--- src/rtl/scan_chain_reg.sv ---
// scan_chain_reg: WIDTH-bit scan register with a capture/shift stage, a separate
// update stage, and a saturating shift counter with a word-loaded flag.
module scan_chain_reg #(
  parameter int unsigned      WIDTH     = 8,
  parameter logic [WIDTH-1:0] RESET_VAL = '0
) (
  input  logic                         clk,
  input  logic                         rst,
  input  logic [1:0]                   mode,
  input  logic [WIDTH-1:0]             d,
  input  logic                         scan_in,
  output logic                         scan_out,
  output logic [WIDTH-1:0]             q,
  output logic [WIDTH-1:0]             qbar,
  output logic [$clog2(WIDTH+1)-1:0]   shift_cnt,
  output logic                         shift_done
);

  localparam int unsigned CW = $clog2(WIDTH + 1);

  localparam logic [1:0] MODE_HOLD    = 2'b00;
  localparam logic [1:0] MODE_CAPTURE = 2'b01;
  localparam logic [1:0] MODE_SHIFT   = 2'b10;
  localparam logic [1:0] MODE_UPDATE  = 2'b11;

  localparam logic [CW-1:0] CNT_MAX = CW'(WIDTH);

  logic [WIDTH-1:0] r_cap;
  logic [WIDTH-1:0] r_q;
  logic [WIDTH-1:0] r_qbar;
  logic [CW-1:0]    r_cnt;
  logic             r_done;

  logic [WIDTH-1:0] w_cap_shifted;
  logic [CW-1:0]    w_cnt_inc;
  logic [WIDTH-1:0] w_cap_nxt;
  logic [WIDTH-1:0] w_q_nxt;
  logic [WIDTH-1:0] w_qbar_nxt;
  logic [CW-1:0]    w_cnt_nxt;
  logic             w_done_nxt;

  // Serial shift: LSB-first in, so the MSB is the bit leaving the chain.
  generate
    if (WIDTH == 1) begin : g_shift_w1
      assign w_cap_shifted = scan_in;
    end else begin : g_shift_wn
      assign w_cap_shifted = {r_cap[WIDTH-2:0], scan_in};
    end
  endgenerate

  // Shift counter increment, holding at WIDTH once a full word is in.
  assign w_cnt_inc = (r_cnt == CNT_MAX) ? r_cnt : r_cnt + CW'(1);

  // Next-state selection by mode; reset overrides every mode.
  always_comb begin
    w_cap_nxt  = r_cap;
    w_q_nxt    = r_q;
    w_qbar_nxt = r_qbar;
    w_cnt_nxt  = r_cnt;
    w_done_nxt = r_done;
    if (!rst) begin
      w_cap_nxt  = RESET_VAL;
      w_q_nxt    = RESET_VAL;
      w_qbar_nxt = ~RESET_VAL;
      w_cnt_nxt  = '0;
      w_done_nxt = 1'b0;
    end else begin
      case (mode)
        MODE_CAPTURE: begin
          w_cap_nxt  = d;
          w_cnt_nxt  = '0;
          w_done_nxt = 1'b0;
        end
        MODE_SHIFT: begin
          w_cap_nxt  = w_cap_shifted;
          w_cnt_nxt  = w_cnt_inc;
          w_done_nxt = (w_cnt_inc == CNT_MAX);
        end
        MODE_UPDATE: begin
          w_q_nxt    = r_cap;
          w_qbar_nxt = ~r_cap;
          w_cnt_nxt  = '0;
          w_done_nxt = 1'b0;
        end
        MODE_HOLD: ;
        default: ;
      endcase
    end
  end

  // State register; synchronous reset is already folded into the next-state logic.
  always_ff @(posedge clk) begin
    r_cap  <= w_cap_nxt;
    r_q    <= w_q_nxt;
    r_qbar <= w_qbar_nxt;
    r_cnt  <= w_cnt_nxt;
    r_done <= w_done_nxt;
  end

  assign scan_out   = r_cap[WIDTH-1];
  assign q          = r_q;
  assign qbar       = r_qbar;
  assign shift_cnt  = r_cnt;
  assign shift_done = r_done;

endmodule

--- config.mk ---
export PLATFORM = sky130hd
export DESIGN_NAME = scan_chain_reg
export DESIGN_NICKNAME = d
export VERILOG_FILES = /design/src/rtl/scan_chain_reg.sv
export SDC_FILE = /design/constraint.sdc
export NUM_CORES = 1
export LEC_CHECK = 0
export ABC_AREA = 1
export ABC_CLOCK_PERIOD_IN_PS = 1150
export CORE_MARGIN = 5
export CORE_UTILIZATION = 42
export DETAILED_ROUTE_END_ITERATION = 12
export PLACE_DENSITY = 0.86
export SYNTH_ARGS = -nofsm -noshare
export SYNTH_HDL_FRONTEND = slang
export SYNTH_SLANG_ARGS = --single-unit
--- constraint.sdc ---
create_clock -name clk -period 1.15 [get_ports clk]
set_input_delay 0.23 -clock clk [delete_from_list [all_inputs] [get_ports clk]]
set_output_delay 0.23 -clock clk [all_outputs]
set_load 0.005 [all_outputs]
==> flow_metrics.py, run 1 <==
metrics = {
    "status": {
        "outcome": "finished with violations",
        "violations": "negative setup slack",
    },
    "power_and_ir_drop": {
        "seq_power_share": 0.414,
        "p_int_mw": 2.01,
        "p_switching_uw": 653,
        "total_power_mw": 2.67,
        "irDropWorstVdd_mv": 0.739,
        "p_leak_nw": 0.952,
        "p_sw_frac": 0.245,
        "power_density_mw_per_mm2": 1270,
        "p_clk_frac": 0.392,
        "pwr-share-comb": 0.194,
    },
    "sta": {
        "grt_setup_unrepaired": "true",
        "finalClockSkew_ns": 0.00932,
        "post-route-min-period_ns": 1.28,
        "holdWs_ns": 0.448,
        "slew_headroom": 0.839,
        "tightest_slew_ns": 0.242,
        "setup-tns-final_ns": -0.420,
        "finalCritPeriodShare": 1.11,
        "fmax_mhz": 783,
        "slew_viol_final": 0,
        "hold_violations": 0,
        "fin_ws_ns": -0.128,
        "setup_violations": 5,
    },
    "global_routing": {
        "grt_max_degree": 16,
        "antenna_found_initial": 0,
        "grt_util_all_layers": 0.178,
        "grt_pass1_vias": 1288,
        "grt_pass1_wl_um": 5800,
        "overflow": 0,
    },
    "yosys": {
        "yosysMostFrequentCell": "nand2_1",
        "yosys_register_bits": 29,
        "synth_ff_type": "dfxtp_1",
        "yosysUniqueCellTypes": 19,
        "post_synth.cell_area_avg_sq_um": 7.83,
        "synthesis.nets": 184,
        "synth_cells": 165,
        "ys_warn_count": 0,
        "synthDominantAreaCellType": "dfxtp_1",
        "synth_top_area_share": 0.450,
        "synth.area.top_cells": "dfxtp_1 (45%), nand2_1 (10%), inv_1 (7.6%), ha_1 (5.8%), a21oi_1 (5.4%)",
        "yosysSeqAreaShare": 0.450,
        "synth_edf_count": 0,
        "syn_area_sq_mm": 0.00129,
        "synth-async-reset-ratio": 0,
        "synthTopCellsByCount": "nand2_1 (36), dfxtp_1 (29), inv_1 (26)",
    },
    "worst_setup_path": {
        "start_kind": "flop",
        "critPathMaxFanout": 2,
        "cp_data_required_time_ns": 0.92,
        "crit_arrival_ns": 1.05,
        "r2r_slack_ns": -0.13,
        "worstSetupPathType": "flop to output port",
        "endpoint_kind": "output port",
    },
    "clock_tree": {
        "ctsHoldBuffers": 0,
        "insertion_delay_ns": 0.34,
        "clock_path_buffers": 2,
        "cts_max_level": 2,
        "clkTransAtPathRegs_ns": 0.09,
        "root_buffer": "clkbuf_4",
        "cts_tree": "built",
        "cts_num_sinks": 29,
        "numCtsBuffers": 5,
    },
    "cells_and_area": {
        "area_growth_pct": 62.4,
        "multi_input_area_sq_um": 674,
        "seq_area_sq_um": 613,
        "diodes": 0,
        "drive_gt1_frac": 0.447,
        "nFillCells": 216,
        "design_area_sq_mm": 0.00210,
        "final_util": 0.698,
        "nets": 246,
    },
    "routing": {
        "drtIter0Drc": 67,
        "antenna_left": 0,
        "drc": 0,
        "post_drt_wl_per_cell_um": 14.0,
        "dr.pass1.iters": 4,
        "routed-via-count": 1316,
        "viasPerCell": 5.04,
        "routed_wirelength_um": 3650,
    },
    "placement": {
        "post_dp_cell_area_sq_mm": 0.00171,
        "place_congestion": 0.862,
        "dpl.hpwl_um": 1990,
        "port_buffers": 34,
    },
    "floorplan": {
        "pin_count": 35,
        "dieArea_sq_mm": 0.00428,
        "dieWidth_um": 65.4,
        "core_area_sq_mm": 0.00300,
        "row_count": 20,
        "start_util": 0.430,
        "die_h_um": 65.4,
    },
    "run": {
        "max_cap_viol_count": 0,
    },
    "worst_hold_path": {
        "hp-class": "flop to flop",
    },
}
registers in the layout (all words and copies together) (netlist names):
name and cells:
r_cap 8, shift_done 1, qbar 8, shift_cnt 4
q 8
power groups by stage:
stage	clock [mW]	sequential [mW]	combinational, mW
final	1.05	1.10	0.516
after global routing	1.11	1.11	0.564
after floorplan	0	1.13	0.205
after CTS	1.05	1.10	0.452
after global placement	0	1.12	0.379
after detailed placement	0	1.13	0.388
per-stage QoR:
step / worst slack [ns] / instances
CTS: -0.0523 / 256
detailed placement: -0.727 / 238
global route: -0.206 / 261
global placement: -0.625 / 238
finish: -0.128 / 261
floorplan: 0.0232 / 165
final cells by class:
class	count	area share
multi-input combinational	102	0.322
sequential	29	0.292
timing repair buffer	61	0.263
inverter	28	0.0543
clock inverter	3	0.0310
tap	33	0.0197
clock buffer	5	0.0179
metal layers:
| layer | track usage | part of all wire | vias up | wire, um |
|---|---|---|---|---|
| met2 | 0.322 | 0.51 | 45 | 1870 |
| met3 | 0.0479 | 0.060 | 10 | 218 |
| met4 | 0.0699 | 0.021 | 0 | 78 |
| li1 | - | - | 650 | - |
| met5 | 0 | 0 | - | 0 |
| met1 | 0.195 | 0.41 | 611 | 1480 |
critical path: stages (launching register included):
cell,delay [ns]
dfxtp_4,0.36
buf_4,0.13
buf_6,0.11
buf_4,0.12
logic make-up (layout without fill, tap and decap cells):
group,after synthesis,count (layout),share of synthesized area
flops,29,29,0.450
buf+inv,34,97,0.122
simple gates,55,55,0.179
fa+ha+maj,6,6,0.0581
compound gates,41,41,0.191
layout by cell type, fill, tap and decap left out, types with 4 or more instances in the layout:
cell type and n:
nand2_1 30, dfxtp_2 20, inv_1 18, buf_4 18, clkdlybuf4s15_1 15, o21ai_0 11, a21oi_1 11, clkdlybuf4s50_1 10
buf_6 10, a21oi_2 8, inv_2 7, nor2_1 7, o21a_1 7, dfxtp_1 7, nand2_2 6, ha_4 5
clkbuf_4 5, clkbuf_2 5, nand3_2 4
worst paths after layout:
check                           cells past startpoint                 startpoint                       to
worst max-delay path                                3  shift_cnt[0]$_SDFFE_PN0P_             shift_cnt[0]
worst min-delay path                                1          q[4]$_SDFFE_PN0N_        q[4]$_SDFFE_PN0N_
worst max register to register                      8  shift_cnt[0]$_SDFFE_PN0P_  shift_done$_SDFFE_PN0P_
worst min register to register                      1          q[4]$_SDFFE_PN0N_        q[4]$_SDFFE_PN0N_
repair_timing:
action,CTS,global route
gates resized for setup,80,48
gates cloned,0,0
pin swaps,12,7
buffers inserted,10,5
setup endpoints to repair,51,37
Power figures use the tool's default switching activity.
==> inputs of run 2 (changes only) <==
--- a/config.mk
+++ b/config.mk
@@ -6,11 +6,12 @@
 export NUM_CORES = 1
 export LEC_CHECK = 0
 export ABC_AREA = 1
-export ABC_CLOCK_PERIOD_IN_PS = 1150
+export ABC_CLOCK_PERIOD_IN_PS = 1230
 export CORE_MARGIN = 5
-export CORE_UTILIZATION = 42
+export CORE_UTILIZATION = 45
 export DETAILED_ROUTE_END_ITERATION = 12
-export PLACE_DENSITY = 0.86
+export PLACE_DENSITY = 0.87
+export SLEW_MARGIN = 5
 export SYNTH_ARGS = -nofsm -noshare
 export SYNTH_HDL_FRONTEND = slang
 export SYNTH_SLANG_ARGS = --single-unit
==> constraint.sdc (replaced) <==
create_clock -name clk -period 1.23 [get_ports clk]
set_input_delay 0.246 -clock clk [delete_from_list [all_inputs] [get_ports clk]]
set_output_delay 0.246 -clock clk [all_outputs]
set_load 0.005 [all_outputs]
==> flow_metrics.py, run 2 (synthesis gave the netlist of run 1 again) <==
metrics = {
    "worst_setup_path": {
        "start_kind": "flop",
        "path_buf_inv": 1,
        "worst_r2r_path_depth": 8,
        "path_delay_family": "flip-flops",
        "crit_arrival_ns": 0.93,
        "reg2reg_from": "shift_cnt[0]$_SDFFE_PN0P_",
        "cp_cell_sequence": "dlygate4sd2_1",
        "worstSetupPathType": "flop to output port",
        "r2r_slack_ns": 0.05,
        "crit_path_max_incr_delay_ns": 0.37,
        "cp_data_required_time_ns": 0.98,
        "critPathMaxFanout": 5,
        "endpoint_kind": "output port",
        "rr_endpoint": "shift_done$_SDFFE_PN0P_",
        "slowest_stage": "dfxtp_2",
    },
    "sta": {
        "fmax_mhz": 850,
        "fin_ws_ns": 0.0535,
        "holdWs_ns": 0.445,
        "hold_violations": 0,
        "setup_violations": 0,
        "finalCritPeriodShare": 0.957,
        "grt_setup_unrepaired": "false",
        "slew_headroom": 0.863,
        "post-route-min-period_ns": 1.18,
        "tightest_slew_ns": 0.203,
        "slew_viol_final": 0,
        "finalClockSkew_ns": 0.00851,
    },
    "routing": {
        "antenna_left": 0,
        "dr.pass1.iters": 5,
        "drc": 0,
        "routed_wirelength_um": 3180,
        "post_drt_wl_per_cell_um": 12.9,
        "viasPerCell": 4.93,
        "routed-via-count": 1218,
        "drtIter0Drc": 25,
    },
    "floorplan": {
        "die_h_um": 63.6,
        "row_count": 19,
        "dieArea_sq_mm": 0.00404,
        "pin_count": 35,
        "core_area_sq_mm": 0.00276,
        "dieWidth_um": 63.6,
        "start_util": 0.468,
    },
    "global_routing": {
        "grt_pass1_wl_um": 5330,
        "grt_util_all_layers": 0.165,
        "grt_max_degree": 18,
        "antenna_found_initial": 0,
        "grt_pass1_vias": 1195,
        "overflow": 0,
    },
    "power_and_ir_drop": {
        "pwr-share-comb": 0.179,
        "p_switching_uw": 548,
        "p_clk_frac": 0.360,
        "p_leak_nw": 0.886,
        "irDropWorstVdd_mv": 1.12,
        "power_density_mw_per_mm2": 1200,
        "seq_power_share": 0.462,
        "p_int_mw": 1.69,
        "p_sw_frac": 0.245,
    },
    "worst_hold_path": {
        "worstHoldStart": "q[3]$_SDFFE_PN0N_",
        "whs_endpoint": "q[3]$_SDFFE_PN0N_",
        "hp-class": "flop to flop",
        "hold_path_depth": 1,
    },
    "placement": {
        "dpl_worst_slack_ns": -0.656,
        "dpl.hpwl_um": 2160,
        "place_congestion": 0.842,
        "port_buffers": 34,
    },
    "clock_tree": {
        "clock_path_buffers": 2,
        "root_buffer": "clkbuf_4",
        "ctsHoldBuffers": 0,
        "clkTransAtPathRegs_ns": 0.09,
        "insertion_delay_ns": 0.32,
        "cts_tree": "built",
        "cts_num_sinks": 29,
        "cts_max_level": 2,
        "numCtsBuffers": 5,
    },
    "cells_and_area": {
        "seq_area_sq_um": 597,
        "layout_commonest_cell": "nand2_1",
        "multi_input_area_sq_um": 598,
        "area_growth_pct": 44.4,
        "diodes": 0,
        "nFillCells": 226,
        "drive_gt1_frac": 0.259,
        "nets": 234,
        "mostFrequentLayoutCells": "nand2_1 (36), inv_1 (24), dlygate4sd2_1 (23)",
    },
    "run": {
        "max_cap_viol_count": 0,
    },
    "status": {
        "outcome": "finished clean",
    },
}
[run 2: cell types whose count changed in the layout (fill, tap and decap cells not counted), sizes merged]
cell and change:
buf -15, bufinv -1, clkbuf -2, clkdlybuf4s15 -15, clkinv -1, dlygate4sd2 +22
[run 2: how the worst max path moves through the flow]
stage | start | end | slack (ns) | cells after the start
3_5_place_dp | mode[1] | r_cap[7]$_SDFFE_PN0P_ | -0.66 | 7
6_report | shift_cnt[1]$_SDFFE_PN0P_ | shift_cnt[1] | 0.05 | 1
2_1_floorplan | shift_cnt[0]$_SDFFE_PN0P_ | shift_done$_SDFFE_PN0P_ | 0.04 | 7
5_1_grt | shift_cnt[0]$_SDFFE_PN0P_ | shift_done$_SDFFE_PN0P_ | 0.001 | 8
3_3_place_gp | mode[1] | r_cap[2]$_SDFFE_PN0P_ | -0.59 | 7
4_1_cts | mode[0] | q[0]$_SDFFE_PN0N_ | 0.02 | 7
[run 2: what timing repair did]
| item | in CTS | in global routing |
|---|---|---|
| pin swaps | 3 | 1 |
| gates resized for setup | 49 | 9 |
| cloned | 0 | 0 |
| buffers inserted | 5 | 0 |
| setup endpoints to repair | 51 | 19 |
[run 2: area by class of cell]
class	instances	area share
multi-input combinational	102	0.321
sequential	29	0.320
timing repair buffer	49	0.234
inverter	28	0.0584
clock buffer	7	0.0295
tap	31	0.0208
clock inverter	1	0.0161
[run 2: power groups by stage]
stage	logic [mW]	clock network [mW]	registers (mW)
CTS	0.379	0.819	1.03
global placement	0.360	0	1.05
detailed placement	0.371	0	1.05
finish	0.399	0.803	1.03
global route	0.439	0.859	1.04
floorplan	0.192	0	1.05
[run 2: routing by layer]
metal  track usage  part of all wire  vias up
met5             0                 0        -
met4        0.0961             0.032        0
met3        0.0373             0.046        9
met2         0.270              0.48       30
met1         0.194              0.44      557
li1              -                 -      622
[run 2: metrics by stage]
step,TNS [ns],utilization,instance area (sq um),total power [mW],instances
after global routing,0,0.676,1860,2.34,247
final,0,0.676,1860,2.23,247
after CTS,0,0.670,1850,2.23,247
after detailed placement,-13.83,0.621,1710,1.42,235
after global placement,-12.74,0.621,1710,1.41,235
after floorplan,0,-,1290,1.25,165
